===== src/rtl/count_stepper_if.sv =====
// Request channel of count_stepper: one "optionally clear, then advance N steps" command.
// Handshake: a request transfers on a rising clk edge where req_valid & req_ready are both 1.
interface count_stepper_if #(
    parameter int STEP_W = 8
);
    logic              req_valid;
    logic              req_ready;
    logic              req_clear;
    logic [STEP_W-1:0] req_steps;

    modport master (output req_valid, output req_clear, output req_steps, input req_ready);
    modport slave  (input req_valid, input req_clear, input req_steps, output req_ready);
endinterface


===== src/rtl/count_stepper.sv =====
// Turns one handshaked request into a clear/plus pulse train for a clear/plus up-counter.
// Optional macro COUNT_STEPPER_CHECK_EN: compare returned cnt_q with the shadow model in DONE.
module count_stepper #(
    parameter int WIDTH  = 4,
    parameter int STEP_W = 8
) (
    input  logic             clk,
    input  logic             rst,
    count_stepper_if.slave   req,
    output logic             clear,
    output logic             plus,
    input  logic [WIDTH-1:0] cnt_q,
    output logic [WIDTH-1:0] exp_q,
    output logic             done,
    output logic             err,
    output logic [1:0]       o_dbg_state,
    output logic             o_dbg_shadow_valid
);
    typedef enum logic [1:0] {
        S_IDLE  = 2'd0,
        S_CLEAR = 2'd1,
        S_STEP  = 2'd2,
        S_DONE  = 2'd3
    } state_t;

    state_t            r_state;
    logic [STEP_W-1:0] r_remaining;
    logic [WIDTH-1:0]  r_exp_q;
    logic              r_shadow_valid;

    // All outputs decode the registered state, so clear and plus can never overlap.
    assign req.req_ready      = (r_state == S_IDLE);
    assign clear              = (r_state == S_CLEAR);
    assign plus               = (r_state == S_STEP);
    assign done               = (r_state == S_DONE);
    assign exp_q              = r_exp_q;
    assign o_dbg_state        = r_state;
    assign o_dbg_shadow_valid = r_shadow_valid;

    always_ff @(posedge clk or posedge rst) begin
        if (rst) begin
            r_state        <= S_IDLE;
            r_remaining    <= '0;
            r_exp_q        <= '0;
            r_shadow_valid <= 1'b0;
        end else begin
            case (r_state)
                S_IDLE: begin
                    if (req.req_valid) begin
                        r_remaining <= req.req_steps;
                        if (req.req_clear)
                            r_state <= S_CLEAR;
                        else if (req.req_steps != '0)
                            r_state <= S_STEP;
                        else
                            r_state <= S_DONE;
                    end
                end
                S_CLEAR: begin
                    r_exp_q        <= '0;
                    r_shadow_valid <= 1'b1;
                    r_state        <= (r_remaining != '0) ? S_STEP : S_DONE;
                end
                S_STEP: begin
                    r_exp_q     <= r_exp_q + WIDTH'(1);
                    r_remaining <= r_remaining - STEP_W'(1);
                    if (r_remaining == STEP_W'(1))
                        r_state <= S_DONE;
                end
                S_DONE: begin
                    r_state <= S_IDLE;
                end
                default: begin
                    r_state <= S_IDLE;
                end
            endcase
        end
    end

`ifdef COUNT_STEPPER_CHECK_EN
    logic r_err;

    // The counter takes its last plus on the edge entering DONE, so cnt_q is settled here.
    always_ff @(posedge clk or posedge rst) begin
        if (rst)
            r_err <= 1'b0;
        else if ((r_state == S_DONE) && r_shadow_valid && (cnt_q != r_exp_q))
            r_err <= 1'b1;
    end

    assign err = r_err;
`else
    logic w_unused_cnt_q;

    assign w_unused_cnt_q = ^cnt_q;
    assign err            = 1'b0;
`endif
endmodule

===== src/flat_wrapper.sv =====
// flat-port wrapper written by rule: the top's interface ports become plain ports
module count_stepper_flat 
#(
    parameter int WIDTH  = 4,
    parameter int STEP_W = 8
)
  (clk, rst, clear, plus, cnt_q, exp_q, done, err, o_dbg_state, o_dbg_shadow_valid, req_req_valid, req_req_clear, req_req_steps, req_req_ready);
  count_stepper_if #(.STEP_W(STEP_W)) req_i ();
  input  logic clk;
  input  logic rst;
  output logic clear;
  output logic plus;
  input  logic [WIDTH-1:0] cnt_q;
  output logic [WIDTH-1:0] exp_q;
  output logic done;
  output logic err;
  output logic [1:0] o_dbg_state;
  output logic o_dbg_shadow_valid;
  input wire logic [$bits(req_i.req_valid)-1:0] req_req_valid;
  input wire logic [$bits(req_i.req_clear)-1:0] req_req_clear;
  input wire logic [$bits(req_i.req_steps)-1:0] req_req_steps;
  output wire logic [$bits(req_i.req_ready)-1:0] req_req_ready;
  assign req_i.req_valid = req_req_valid;
  assign req_i.req_clear = req_req_clear;
  assign req_i.req_steps = req_req_steps;
  assign req_req_ready = req_i.req_ready;
  count_stepper #(.WIDTH(WIDTH), .STEP_W(STEP_W)) u_core (.clk(clk), .rst(rst), .req(req_i), .clear(clear), .plus(plus), .cnt_q(cnt_q), .exp_q(exp_q), .done(done), .err(err), .o_dbg_state(o_dbg_state), .o_dbg_shadow_valid(o_dbg_shadow_valid));
endmodule

===== config.mk =====
export PLATFORM = sky130hd
export DESIGN_NAME = count_stepper_flat
export DESIGN_NICKNAME = d
export VERILOG_FILES = /design/src/rtl/count_stepper_if.sv /design/src/rtl/count_stepper.sv /design/src/flat_wrapper.sv
export SDC_FILE = /design/constraint.sdc
export NUM_CORES = 1
export LEC_CHECK = 0
export CORE_AREA = 2 2 50 52
export CTS_CLUSTER_DIAMETER = 50
export DETAILED_ROUTE_END_ITERATION = 8
export DIE_AREA = 0 0 52 54
export PLACE_DENSITY = 0.74
export SLEW_MARGIN = 10
export SYNTH_ARGS = -nofsm -noshare
export SYNTH_HDL_FRONTEND = slang
export SYNTH_SLANG_ARGS = --single-unit

===== constraint.sdc =====
create_clock -name clk -period 2.3 [get_ports clk]
set_input_delay 0.23 -clock clk [delete_from_list [all_inputs] [get_ports clk]]
set_output_delay 0.23 -clock clk [all_outputs]
set_load 0.01 [all_outputs]

==> metrics <==
share of layout cells above drive strength 1 7.52%; critical path's largest stage delay 0.60 ns; Final Cycle Share 88.6%; fill count 218; Total GRT Usage 18.3%; core box area 0.00232 sq mm; pin count of the biggest net entering global routing 23; overall routed net length 2220 microns; P&R area growth vs syn 27.7%; peak supply drop 0.986 mV; WS Path Type register to output port; Post-Synthesis Cell Area 975 sq um; Critical Path Sink Type output port; fin. max-slew vios 0; Sequential Power Share 31.3%; HP Class input pin to async pin; vias in the first global route 853; Slew @ Worst Pin 0.594 ns; syn_area_per_cell 8.86 sq um; Setup WS pre-CTS 0.481 ns; cell count after synthesis 110; setup ws final 0.262 ns; max_cap viols 0; power per cell area 1280 mW/mm^2; register area share after synthesis 38.5%; Routed Antenna Nets 0; Clk Latency, worst-skew pair 0.29 ns; Clock Root Buffer clkbuf_4; internal power 0.876 mW; CP max FO 9; final hold viol count 0; final cell count without fillers 163; post_cts resized 0; status completed; clock tree buffer depth 2; YS warnings 0; antenna cells 0; Max Clock Skew 0.00268 ns; count of nets after finishing 159; CP max-delay cell clkdlybuf4s50_1; initial antenna violation count 0; Reg clk slew, reported paths 0.10 ns; Data required, critical path 2.07 ns; Net Sw Power 0.717 mW; number of port buffers 22; P_leak 0.526 nW; H-tree Lvls 1; initial drt markers 23; post-CTS setup buffer count 0; Reg2Reg Setup Slack 0.46 ns; Vias 866; clock share of power 10.0%; combinational share of power 58.7%; Sw Ratio 45.0%; DR vias/cell 5.31; Mapped Nets 135; setup TNS 0 ns; Setup crit start kind register; Arr. time, crit path 1.81 ns; RSZ-0062 raised after global routing false; FF+latch count, synth 15; die height 54 microns; GR Overflow Total 0; Slew Limit Headroom 60.3%; IO Pins 28; Initial DRT Pass Iterations 4; Wirelength per Cell 13.6 microns; first-pass GRT wire length 3760 microns; CTS tree done; Starting Density 42.0%; Netlist cell types 31; CTS sink count 15; # setup viols final 0; DP HPWL 1670 microns; CTS Buf Count 3; Final Critical Period 2.04 ns; GPL Wtd Cong 0.869; Post-CTS Hold Fix Bufs 0; Cell Rows 18; Die W 52 microns; Placed Instances 159; Remaining DRCs 0; Die ar. 0.00281 sq mm; CP cell instances inv_1, ha_1, clkdlybuf4s50_1; achievable frequency 0.491 GHz
worst max-delay path: cells and delay by family, from the launching register on:
family	cells	cell delay, ns
flip-flops	1	0.44
adder cells (fa/ha/maj)	1	0.36
buffers and inverters	2	0.72
stage by stage:
step	hold WS, ns	total power, mW	utilization [%]	area (sq um)
floorplan	0.131	1.14	-	975
global placement	0.450	1.40	52.5	1220
detailed placement	0.455	1.44	52.5	1220
CTS	0.317	1.61	53.7	1240
global route	0.351	1.76	53.7	1240
finish	0.291	1.59	53.7	1240
state kept, by name, indices dropped and copies added, names as in the netlist:
register	count
u_core.exp_q	4
u_core.o_dbg_shadow_valid	1
u_core.o_dbg_state	2
u_core.r_remaining	8
cell usage in the layout, fill, tap and decap left out:
master	instances
nor3_1	2
nand2b_1	2
clkbuf_4	3
o21ai_0	8
conb_1	1
or2_2	1
ha_1	9
mux2i_1	3
a21oi_1	12
clkinv_2	1
nor2_1	5
nand2_1	10
or3b_4	1
a21o_1	1
nor4_1	2
nand4_1	2
nor4_2	1
mux2i_2	1
or3_1	2
inv_1	9
o31ai_1	1
nand3_1	5
o22ai_1	3
dfrtp_1	15
nor2b_1	1
mux2_1	1
a22o_1	1
buf_4	1
mux2_2	1
nand3b_1	1
clkdlybuf4s50_1	22
a2bb2oi_1	2
o21ai_1	3
final timing paths:
path | startpoint | end | cells after the start
worst max register to register | u_core.r_remaining[0] | u_core.r_remaining[6] | 6
max in group asynchronous | rst | u_core.o_dbg_shadow_valid | 2
worst min-delay path | rst | u_core.exp_q[0] | 2
worst min register to register | u_core.o_dbg_shadow_valid | u_core.o_dbg_shadow_valid | 1
min in group clk | u_core.o_dbg_shadow_valid | u_core.o_dbg_shadow_valid | 1
worst max-delay path | u_core.o_dbg_state[0] | plus | 3
cells in the mapped netlist:
cell / instances / area [sq um]
nor4_2: 1 / 12.5
o31ai_1: 1 / 7.51
a22o_1: 1 / 8.76
a21o_1: 1 / 7.51
nand3b_1: 1 / 7.51
nor2_1: 5 / 18.8
ha_1: 9 / 113
or3b_4: 1 / 11.3
a21oi_1: 12 / 60.1
or2_2: 1 / 6.26
nor4_1: 2 / 12.5
dfrtp_1: 15 / 375
conb_1: 1 / 3.75
mux2_1: 1 / 11.3
nand2_1: 10 / 37.5
or3_1: 2 / 12.5
mux2_2: 1 / 11.3
nand3_1: 5 / 25.0
buf_4: 2 / 15.0
mux2i_2: 1 / 13.8
a2bb2oi_1: 2 / 17.5
nand4_1: 2 / 12.5
nor2b_1: 1 / 6.26
nand2b_1: 2 / 12.5
clkbuf_1: 2 / 7.51
o21ai_1: 3 / 15.0
o22ai_1: 3 / 18.8
mux2i_1: 3 / 30.0
inv_1: 9 / 33.8
o21ai_0: 8 / 40.0
nor3_1: 2 / 10.0
power groups by stage:
stage          Sequential (mW)  Combinational [mW]  Clock [mW]
2_1_floorplan            0.491               0.648           0
3_3_place_gp             0.495               0.905           0
3_5_place_dp             0.505               0.939           0
4_1_cts                  0.499               0.943       0.168
5_1_grt                  0.521                1.06       0.179
6_report                 0.499               0.935       0.159
cell families (layout without fill, tap and decap cells):
logic type / Yosys count / count (layout) / share of synthesized area (%)
other: 1 / 1 / 0.385
AO/OA/AOI/OAI: 31 / 31 / 18.0
flip-flops: 15 / 15 / 38.5
adder cells (fa/ha/maj): 9 / 9 / 11.6
AND/OR/NAND/NOR: 35 / 35 / 19.0
multiplexers: 6 / 6 / 6.80
buffers and inverters: 13 / 36 / 5.78
layer usage:
metal	GRT usage [%]	vias up	routed length [microns]
li1	-	435	-
met1	22.6	394	973
met2	30.4	30	1070
met3	3.61	7	114
met4	9.21	0	56
met5	0	-	0
area by class of cell:
class                      instances  area (sq um)  area share (%)
multi-input combinational         82           543            43.6
sequential                        15           375            30.2
timing repair buffer              23           228            18.3
tap                               30          37.5            3.02
inverter                           9          33.8            2.71
clock buffer                       3          22.5            1.81
clock inverter                     1          5.00           0.402
Note: power is estimated with default switching activity, not from simulation.
